`src/rtl/mem_access_ctrl_if.sv`:
```
// Signal bundle between mem_access_ctrl and its surroundings.
// The bundle covers the datapath request/store/load handshakes and the single-port memory bus.
interface mem_access_ctrl_if #(
  parameter int LEN_W = 4
);
  logic             req_valid;
  logic             req_ready;
  logic             req_write;
  logic [7:0]       req_addr;
  logic [LEN_W-1:0] req_len;
  logic             wr_valid;
  logic             wr_ready;
  logic [7:0]       wr_data;
  logic             rd_valid;
  logic [7:0]       rd_data;
  logic             busy;
  logic             enable_write;
  logic             enable_read;
  logic [7:0]       ram_addr;
  logic [7:0]       write_data;
  logic [7:0]       read_data;

  // Datapath plus memory, seen from outside the controller.
  modport master (
    output req_valid, req_write, req_addr, req_len, wr_valid, wr_data, read_data,
    input  req_ready, wr_ready, rd_valid, rd_data, busy,
           enable_write, enable_read, ram_addr, write_data
  );

  // The controller itself.
  modport slave (
    input  req_valid, req_write, req_addr, req_len, wr_valid, wr_data, read_data,
    output req_ready, wr_ready, rd_valid, rd_data, busy,
           enable_write, enable_read, ram_addr, write_data
  );
endinterface

```
`src/rtl/mem_access_ctrl.sv`:
```
// Initiator-side sequencer for an 8-bit level-sensitive single-port memory:
// single/burst loads and stores with explicit setup, strobe and hold cycles.
module mem_access_ctrl #(
  parameter int RD_LAT = 1,  // read strobe cycles before sampling, 1..4
  parameter int LEN_W  = 4
) (
  input  logic             clk,
  input  logic             reset_n,
  mem_access_ctrl_if.slave bus
);

  typedef enum logic [2:0] {
    IDLE, WR_DATA, WR_SETUP, WR_STROBE, WR_HOLD, RD_SETUP, RD_STROBE
  } state_t;

  localparam logic [1:0] LAT_INIT = 2'(RD_LAT - 1);

  state_t           state, state_n;
  logic [7:0]       addr;
  logic [LEN_W-1:0] beats_left;
  logic [1:0]       lat_cnt;
  logic             last_beat;
  logic             rd_last;

  assign last_beat = (beats_left == '0);
  assign rd_last   = (state == RD_STROBE) && (lat_cnt == '0);

  assign bus.req_ready = (state == IDLE);
  assign bus.busy      = (state != IDLE);

  // NOTE: sequential state uses non-blocking assignments so every register
  // samples pre-edge values, independent of process ordering.
  always_ff @(posedge clk or negedge reset_n) begin
    if (!reset_n) state <= IDLE;
    else          state <= state_n;
  end

  // NOTE: state_n is defaulted before the case so no path leaves it unassigned,
  // which would otherwise infer a latch.
  always_comb begin
    state_n = state;
    case (state)
      IDLE:      if (bus.req_valid) state_n = bus.req_write ? WR_DATA : RD_SETUP;
      WR_DATA:   if (bus.wr_valid)  state_n = WR_SETUP;
      WR_SETUP:  state_n = WR_STROBE;
      WR_STROBE: state_n = WR_HOLD;
      WR_HOLD:   state_n = last_beat ? IDLE : WR_DATA;
      RD_SETUP:  state_n = RD_STROBE;
      RD_STROBE: if (lat_cnt == '0) state_n = last_beat ? IDLE : RD_SETUP;
      default:   state_n = IDLE;
    endcase
  end

  // Strobes and wr_ready are registered from the next state, so they line up
  // exactly with the state they belong to without any combinational output path.
  always_ff @(posedge clk or negedge reset_n) begin
    if (!reset_n) begin
      addr             <= '0;
      beats_left       <= '0;
      lat_cnt          <= '0;
      bus.enable_write <= 1'b0;
      bus.enable_read  <= 1'b0;
      bus.wr_ready     <= 1'b0;
      bus.rd_valid     <= 1'b0;
      bus.ram_addr     <= '0;
      bus.write_data   <= '0;
      bus.rd_data      <= '0;
    end else begin
      bus.enable_write <= (state_n == WR_STROBE);
      bus.enable_read  <= (state_n == RD_STROBE);
      bus.wr_ready     <= (state_n == WR_DATA);
      bus.rd_valid     <= rd_last;

      case (state)
        IDLE: begin
          if (bus.req_valid) begin
            addr       <= bus.req_addr;
            beats_left <= bus.req_len;
            if (!bus.req_write) bus.ram_addr <= bus.req_addr;
          end
        end
        WR_DATA: begin
          if (bus.wr_valid) begin
            bus.write_data <= bus.wr_data;
            bus.ram_addr   <= addr;
          end
        end
        WR_HOLD: begin
          // ram_addr keeps the old beat's address until the next data beat arrives.
          addr <= addr + 8'd1;
          if (!last_beat) beats_left <= beats_left - LEN_W'(1);
        end
        RD_SETUP: lat_cnt <= LAT_INIT;
        RD_STROBE: begin
          if (lat_cnt == '0) begin
            bus.rd_data <= bus.read_data;
            addr        <= addr + 8'd1;
            if (!last_beat) begin
              beats_left   <= beats_left - LEN_W'(1);
              bus.ram_addr <= addr + 8'd1;
            end
          end else begin
            lat_cnt <= lat_cnt - 2'd1;
          end
        end
        default: ;
      endcase
    end
  end

endmodule

```
`src/flat_wrapper.sv`:
```
// flat-port wrapper written by rule: the top's interface ports become plain ports
module mem_access_ctrl_flat 
#(
  parameter int RD_LAT = 1,                                             
  parameter int LEN_W  = 4
)
  (clk, reset_n, bus_req_valid, bus_req_write, bus_req_addr, bus_req_len, bus_wr_valid, bus_wr_data, bus_read_data, bus_req_ready, bus_wr_ready, bus_rd_valid, bus_rd_data, bus_busy, bus_enable_write, bus_enable_read, bus_ram_addr, bus_write_data);
  mem_access_ctrl_if #(.LEN_W(LEN_W)) bus_i ();
  input  logic clk;
  input  logic reset_n;
  input wire logic [$bits(bus_i.req_valid)-1:0] bus_req_valid;
  input wire logic [$bits(bus_i.req_write)-1:0] bus_req_write;
  input wire logic [$bits(bus_i.req_addr)-1:0] bus_req_addr;
  input wire logic [$bits(bus_i.req_len)-1:0] bus_req_len;
  input wire logic [$bits(bus_i.wr_valid)-1:0] bus_wr_valid;
  input wire logic [$bits(bus_i.wr_data)-1:0] bus_wr_data;
  input wire logic [$bits(bus_i.read_data)-1:0] bus_read_data;
  output wire logic [$bits(bus_i.req_ready)-1:0] bus_req_ready;
  output wire logic [$bits(bus_i.wr_ready)-1:0] bus_wr_ready;
  output wire logic [$bits(bus_i.rd_valid)-1:0] bus_rd_valid;
  output wire logic [$bits(bus_i.rd_data)-1:0] bus_rd_data;
  output wire logic [$bits(bus_i.busy)-1:0] bus_busy;
  output wire logic [$bits(bus_i.enable_write)-1:0] bus_enable_write;
  output wire logic [$bits(bus_i.enable_read)-1:0] bus_enable_read;
  output wire logic [$bits(bus_i.ram_addr)-1:0] bus_ram_addr;
  output wire logic [$bits(bus_i.write_data)-1:0] bus_write_data;
  assign bus_i.req_valid = bus_req_valid;
  assign bus_i.req_write = bus_req_write;
  assign bus_i.req_addr = bus_req_addr;
  assign bus_i.req_len = bus_req_len;
  assign bus_i.wr_valid = bus_wr_valid;
  assign bus_i.wr_data = bus_wr_data;
  assign bus_i.read_data = bus_read_data;
  assign bus_req_ready = bus_i.req_ready;
  assign bus_wr_ready = bus_i.wr_ready;
  assign bus_rd_valid = bus_i.rd_valid;
  assign bus_rd_data = bus_i.rd_data;
  assign bus_busy = bus_i.busy;
  assign bus_enable_write = bus_i.enable_write;
  assign bus_enable_read = bus_i.enable_read;
  assign bus_ram_addr = bus_i.ram_addr;
  assign bus_write_data = bus_i.write_data;
  mem_access_ctrl #(.RD_LAT(RD_LAT), .LEN_W(LEN_W)) u_core (.clk(clk), .reset_n(reset_n), .bus(bus_i));
endmodule
```
`config.mk`:
```
export PLATFORM = sky130hd
export DESIGN_NAME = mem_access_ctrl_flat
export DESIGN_NICKNAME = d
export VERILOG_FILES = /design/src/rtl/mem_access_ctrl_if.sv /design/src/rtl/mem_access_ctrl.sv /design/src/flat_wrapper.sv
export SDC_FILE = /design/constraint.sdc
export NUM_CORES = 1
export LEC_CHECK = 0
export BUFFER_PORTS_ARGS = -buffer_cell sky130_fd_sc_hd__clkbuf_2
export CAP_MARGIN = 20
export CORE_ASPECT_RATIO = 0.8
export CORE_UTILIZATION = 50
export CTS_BUF_LIST = sky130_fd_sc_hd__clkbuf_4 sky130_fd_sc_hd__clkbuf_8
export DETAILED_ROUTE_END_ITERATION = 6
export GPL_TIMING_DRIVEN = 0
export PLACE_DENSITY = 0.76
export RECOVER_POWER = 25
export SLEW_MARGIN = 40
export SYNTH_ARGS = -nofsm -noshare
export SYNTH_HDL_FRONTEND = slang
export SYNTH_SLANG_ARGS = --single-unit
```
`constraint.sdc`:
```
create_clock -name clk -period 2.12 [get_ports clk]
set_clock_uncertainty 0.15 [all_clocks]
set_input_delay 0.106 -clock clk [delete_from_list [all_inputs] [get_ports clk]]
set_output_delay 0.106 -clock clk [all_outputs]
set_load 0.02 [all_outputs]
```
==> key figures, run 1 <==
Logic synthesis
  • Post-synthesis xor/xnor area fraction: 0%
  • Top-count cell post-synth: dfrtp_1
  • Async set or reset register ratio after synthesis: 100%
  • Adder-Cell Fraction of Synth Area: 1.52%
  • Synthesized net count: 282
  • Synth Flop Type: dfrtp_1
  • Mapped Cells: 246
  • Compound-cell area share of the yosys netlist: 19.9%
  • Number of flops mapped to enable cells by yosys: 0
  • Dominant combinational cell family by area after synthesis: compound AO/OA/AOI/OAI gates
  • Commonest cells post-synth: dfrtp_1, o21ai_0, mux2_2
  • Mapped Area: 2460 µm²
  • Multiplexer share of the synthesized area: 10.2%
  • Area share of the largest cell type after synthesis: 45.7%
  • Register bit total from synthesis: 45
  • Yosys top cell by area: dfrtp_1
  • Synth Area in Simple Gates: 15.8%
  • Syn avg cell area: 10.0 µm²
  • Yosys warns: 0
  • Register area share after synthesis: 45.7%
  • Top cells by area, synth: dfrtp_1, mux2_2, o21ai_0, mux2i_1, inv_1
  • Library cells used by synthesis: 50

STA
  • Hold Fails Final Rpt: 0
  • Final Setup Violations: 0
  • Final Max Slew Viols: 0
  • Highest clock rate: 488 MHz
  • Final Critical Period: 2050 ps
  • Tcrit/Tclk final: 96.8%
  • Least-Margin Pin Slew: 1110 ps
  • Slew headroom: 26.1%
  • RSZ-0062 raised after global routing: no

CTS
  • Clock buffer count from CTS: 5
  • Clk_lat worst skew: 300 ps
  • CTS max path bufs: 2
  • CTS root buf: clkbuf_8
  • Clock slew at reported path FFs: 90 ps
  • CTS sink cnt: 45
  • CTS H-tree depth: 2
  • Postcts setup bufs: 0
  • CTS tree: done

Critical path
  • CP arrival: 2100 ps
  • Worst EP required: 2170 ps
  • Reg2Reg Depth: 5
  • Setup crit end kind: flip-flop
  • Reg2Reg Capture Point: u_core.bus.write_data[7]
  • Setup CP Type: flip-flop to flip-flop
  • Crit path max fanout: 9
  • Reg-to-reg slack, setup: 70 ps
  • FF-to-FF Start: u_core.state[1]
  • Crit start category: flip-flop

Floorplan
  • Row Count: 22
  • Boundary Pins: 63
  • Horiz. Die Dim: 80.5 µm
  • Initial Util: 52.9%
  • Die Height: 64.8 µm
  • Die area: 5210 µm²
  • Core Area: 4650 µm²

Cells and area
  • NumNets Final: 374
  • Fill count: 375
  • Area of the multi-input gates: 1190 µm²
  • Sequential cell area: 1130 µm²
  • Final Util: 69.2%
  • ANT cells: 0
  • Post-route cell area: 3220 µm²
  • Syn-to-layout area delta: 30.6%
  • Ratio of cells with drive above 1 in the final layout: 32.4%

Power
  • Static leakage: 0.00153 µW
  • P_int: 2790 µW
  • Comb power frac: 55.7%
  • Switching power: 2210 µW
  • Clock network power share: 13.3%
  • Max VDD drop: 0.781 mV
  • Part of the power in registers: 31.0%
  • Switching share of power: 44.2%
  • Tot Pwr: 4990 µW
  • Pwr Density: 1550 nW/µm²

Global route
  • Largest net degree at the start of global routing: 46
  • First-pass GRT wire length: 10.3 mm
  • Vias in the first global route: 2148
  • GRT overflow: 0
  • Initial antenna violation count: 0
  • Global-route usage over all layers: 26.4%

Place
  • Placement-stage cell area: 2850 µm²
  • Routability Congestion: 0.833
  • Buffers on Ports: 62
  • DP HPWL: 4.34 mm

Detailed routing
  • Antenna viol nets, final: 0
  • Detailed-route via count: 2252
  • Iter 0 DRT Violations: 257
  • Pre-antenna DRT Iters: 4
  • Post-DR wirelength/cell: 15.5 µm
  • Vias per cell: 5.64
  • Post-route DRC: 0
  • DRT Wirelength: 6.17 mm

Worst hold path
  • Hold path depth: 3
  • Hold Crit Class: primary input to flip-flop
  • Hold_sp: bus_req_addr[1]
  • Hold path endpoint: u_core.addr[1]

Job
  • Max-Cap Viols: 0

Status
  • Status: complete, no violations
-- through the flow --
step                TNS [ps]  hold WS (ps)  setup WS [ps]  instances
finish                     0          9.67           68.8        399
global route               0          21.4           4.87        399
floorplan                  0          -340            312        246
global placement           0           188           20.1        368
detailed placement     -52.7          36.1          -38.4        368
CTS                        0          5.89           35.9        399
-- kinds of logic after synthesis --
family,count (synthesis)
AOI/OAI and AO/OA,72
DFF,45
and+or+nand+nor,69
muxes,23
adders and majority gates,3
buffers and inverters,34
-- layout make-up --
| type | instances | area share (%) |
|---|---|---|
| Tap cell | 60 | 2.33 |
| Timing Repair Buffer | 86 | 17.1 |
| Clock inverter | 3 | 1.36 |
| Buffer | 17 | 3.31 |
| Inverter | 16 | 1.87 |
| Clock buffer | 5 | 2.14 |
| Sequential cell | 45 | 35.0 |
| Multi-Input combinational cell | 167 | 36.9 |
-- per-layer routing --
layer  share of wire [%]  track usage, %  vias to the layer above
li1                    -               -                     1082
met1                  45            37.4                     1074
met2                  47            40.5                       86
met3                 6.7            5.21                       10
met4                 1.5            8.26                        0
met5                   0               0                        -
-- sequential cells by signal (all words and copies together), names as in the netlist --
name	cells
u_core.bus.wr_ready	1
u_core.bus.enable_read	1
u_core.state	3
u_core.addr	8
u_core.bus.ram_addr	8
u_core.bus.rd_data	8
u_core.bus.enable_write	1
u_core.lat_cnt	2
u_core.beats_left	4
u_core.bus.rd_valid	1
u_core.bus.write_data	8
-- critical path, cell delays in order (launching register included) --
cell	delay, ps
dfrtp_1	380
buf_4	170
nor3b_1	510
and2_1	210
buf_4	170
mux2_2	350
-- how the worst max path moves through the flow --
stage               cells after the start                        to            startpoint
finish                                  5  u_core.bus.write_data[7]       u_core.state[1]
global route                            7    u_core.bus.ram_addr[4]     u_core.lat_cnt[0]
CTS                                     7            u_core.addr[2]     u_core.lat_cnt[0]
detailed placement                      7    u_core.bus.ram_addr[4]     u_core.lat_cnt[1]
global placement                        7    u_core.bus.ram_addr[5]  u_core.beats_left[0]
floorplan                               7    u_core.bus.ram_addr[5]  u_core.beats_left[0]
-- placed cells by master, fill, tap and decap left out, types with 6 or more instances in the layout --
cell,instances
o21ai_0,18
buf_2,10
dlygate4sd3_1,24
dfrtp_1,45
inv_1,16
mux2_2,17
nor2_1,16
mux2i_1,6
nand2_1,7
clkbuf_2,62
nor3_1,6
nand3_1,7
o31ai_1,6
a21oi_1,8
-- repair_timing --
item	in CTS	in global routing
hold buffers	24	0
endpoints found under the hold margin	68	0
setup endpoints to repair	7	17
gates resized for setup	2	2
-- power by group through the flow --
| stage | combinational, µW | sequential, µW | clock (µW) |
|---|---|---|---|
| 3_3_place_gp | 2660 | 1530 | 0 |
| 6_report | 2780 | 1550 | 663 |
| 4_1_cts | 2770 | 1550 | 675 |
| 3_5_place_dp | 2720 | 1560 | 0 |
| 5_1_grt | 3050 | 1600 | 710 |
| 2_1_floorplan | 1660 | 1830 | 0 |
Note: power is estimated with default switching activity, not from simulation.
==> run 2: changes to the inputs <==
Settings changed: ABC_AREA set to 1, PLACE_DENSITY 0.76 to 0.79.
Clock period 2.12 ns to 1.72 ns, I/O delays scaled along.
==> run 2 against run 1 <==
Compared with the run above:
- clock power up 8.6%
- sequential power up 24%
- flip-flop and latch count unchanged
- hold slack better by 13 ps
- worst setup slack better by 1.8 ps
- non-clock buffer count up 7
- total power up 25%
- critical path depth up 3
- sequential share of layout area down 2.3 points
- register-to-register slack about the same
- largest power group unchanged
==> key figures, run 2 <==
Detailed routing
  • Post-route DRC: 0
  • Detailed-route via count: 2600
  • Iter 0 DRT Violations: 162
  • Vias per cell: 5.07
  • DRT Wirelength: 6.50 mm
  • Antenna viol nets, final: 0
  • Pre-antenna DRT Iters: 4
  • Post-DR wirelength/cell: 12.7 µm

Global route
  • GRT overflow: 0
  • Global-route usage over all layers: 25.4%
  • First-pass GRT wire length: 10.3 mm
  • Vias in the first global route: 2392
  • Initial antenna violation count: 0
  • Largest net degree at the start of global routing: 46

Critical path
  • Setup CP Type: flip-flop to flip-flop
  • Critical path, cell by cell: inv_2, nand3_2, inv_2, nor2_2, nor2_4, buf_6, nand2_1, o21ai_1
  • FF-to-FF Start: u_core.state[2]
  • Total number of cells along the worst setup path: 8
  • Worst EP required: 1800 ps
  • Bufs and invs on worst path: 3
  • CP top delay family: flip-flops
  • CP max-delay cell: dfrtp_2
  • Reg2Reg Depth: 8
  • Crit path max fanout: 7
  • Setup crit end kind: flip-flop
  • CP arrival: 1730 ps
  • Reg-to-reg slack, setup: 70 ps
  • Crit start category: flip-flop
  • Cell mode on critical path: inv_2
  • Reg2Reg Capture Point: u_core.addr[1]
  • Crit-path max cell delay: 480 ps

Place
  • Routability Congestion: 0.922
  • DP HPWL: 4.21 mm
  • Buffers on Ports: 62
  • Worst slack, placed: -97.8 ps

Worst hold path
  • Hold Crit Class: primary input to flip-flop
  • Hold path endpoint: u_core.state[0]
  • Hold path depth: 4
  • Hold_sp: bus_wr_valid

Job
  • Max-Cap Viols: 0

CTS
  • Clock slew at reported path FFs: 90 ps
  • CTS H-tree depth: 2
  • CTS root buf: clkbuf_8
  • Clock buffer count from CTS: 5
  • CTS sink cnt: 45
  • CTS max path bufs: 2
  • CTS tree: done
  • Clk_lat worst skew: 300 ps

Floorplan
  • Boundary Pins: 63
  • Core Area: 4680 µm²
  • Die area: 5260 µm²
  • Horiz. Die Dim: 80.9 µm
  • Initial Util: 53.2%
  • Row Count: 22
  • Die Height: 65.1 µm

STA
  • Slack of the critical path: 70.6 ps
  • Final Setup Violations: 0
  • Final hold slack: 22.7 ps
  • Slew headroom: 24.6%
  • Hold Fails Final Rpt: 0
  • Final Critical Period: 1650 ps
  • Tcrit/Tclk final: 95.9%
  • Final Max Slew Viols: 0
  • Highest clock rate: 606 MHz
  • Least-Margin Pin Slew: 1130 ps

Cells and area
  • Syn-to-layout area delta: 38.7%
  • Most common cell after layout, fill and taps aside: nand2_1
  • ANT cells: 0
  • Ratio of cells with drive above 1 in the final layout: 29.1%
  • NumNets Final: 488
  • Final Util: 73.8%
  • Fill count: 381
  • Commonest cells after routing, fill and taps aside: nand2_1, clkbuf_2, dfrtp_1

Logic synthesis
  • Top-count cell post-synth: nand2_1
  • Register area share after synthesis: 45.2%
  • Area share of the largest cell type after synthesis: 45.2%
  • Async set or reset register ratio after synthesis: 100%
  • Yosys top cell by area: dfrtp_1
  • Syn avg cell area: 7.30 µm²
  • Top cells by area, synth: dfrtp_1, nand2_1, nand3_1, inv_1, nor2_1
  • Number of flops mapped to enable cells by yosys: 0
  • Mapped Cells: 341
  • Mapped Area: 2490 µm²
  • Commonest cells post-synth: nand2_1, dfrtp_1, nand3_1
  • Synthesized net count: 377
  • Register bit total from synthesis: 45
  • Synth Flop Type: dfrtp_1
  • Library cells used by synthesis: 25
  • Yosys warns: 0

Power
  • Clock network power share: 11.6%
  • Switching power: 3080 µW
  • Part of the power in registers: 30.9%
  • Switching share of power: 49.4%
  • Max VDD drop: 1.05 mV
  • Comb power frac: 57.5%
  • P_int: 3150 µW
  • Pwr Density: 1800 nW/µm²
  • Static leakage: 0.00188 µW

Status
  • Status: complete, no violations
[run 2: changes by cell type after synthesis, moves of 7 or more]
cell     previous run  this run
mux2_2             17         0
a21oi_1             9         0
buf_2              10         1
inv_1              16        28
nand2_1             7       158
nand3_1             7        29
o21ai_0            18        11
[run 2: cell type report]
cell class | count | area (µm²) | share of cell area (%)
sequential | 45 | 1130 | 32.7
tap | 60 | 75.1 | 2.17
clock buffer | 6 | 82.6 | 2.39
inverter | 34 | 140 | 4.06
multi-input combinational | 256 | 1250 | 36.2
timing repair buffer | 104 | 704 | 20.4
buffer | 6 | 53.8 | 1.56
clock inverter | 2 | 17.5 | 0.507
[run 2: power groups by stage]
| stage | clock, µW | sequential, µW | combinational, µW |
|---|---|---|---|
| floorplan | 0 | 2210 | 2020 |
| global placement | 0 | 1880 | 3150 |
| detailed placement | 0 | 1880 | 3240 |
| CTS | 726 | 1880 | 3350 |
| global route | 771 | 1990 | 4010 |
| finish | 720 | 1920 | 3580 |
[run 2: stage by stage]
stage / instance area (µm²) / std cells / TNS [ps] / power (µW)
after floorplan: 2490 / 341 / 0 / 4230
after global placement: 2870 / 463 / -708 / 5030
after detailed placement: 2880 / 463 / -1810 / 5130
after CTS: 3300 / 503 / 0 / 5950
after global routing: 3450 / 513 / -233 / 6770
final: 3450 / 513 / 0 / 6230
[run 2: per-layer routing]
layer  vias to the layer above  wire, µm  track usage [%]
li1                       1288         -                -
met1                      1202      2880             33.5
met2                        93      3100             42.5
met3                        17       392             5.28
met4                         0       116             6.47
met5                         -         0                0
[run 2: logic make-up (layout without fill, tap and decap cells)]
logic type | count (synthesis) | count (layout) | share of synthesized area, %
buf+inv | 40 | 152 | 7.39
compound gates | 21 | 21 | 5.03
flops | 45 | 45 | 45.2
fa+ha+maj | 3 | 3 | 1.51
simple gates | 232 | 232 | 40.8
[run 2: worst min-delay path: cells and delay by family]
family        cells  cell delay, ps
simple gates      3             240
buf+inv           1             100
[run 2: timing repair]
item / 4_1_cts / 5_1_grt
gates resized for setup: 5 / 29
endpoints found under the hold margin: 74 / 0
hold buffers: 30 / 0
pin swaps: 2 / 7
gates cloned: 0 / 1
buffers inserted: 2 / 9
endpoints found under the setup margin: 27 / 37
[run 2: how the worst max path moves through the flow]
stage                              start                     end  slack (ps)
CTS                    u_core.lat_cnt[0]          u_core.addr[4]         0.3
global route        u_core.beats_left[0]  u_core.bus.ram_addr[5]         -60
global placement       u_core.lat_cnt[0]          u_core.addr[1]         -40
floorplan              u_core.lat_cnt[0]          u_core.addr[4]         120
finish                   u_core.state[2]          u_core.addr[1]          70
detailed placement     u_core.lat_cnt[0]          u_core.addr[1]        -100
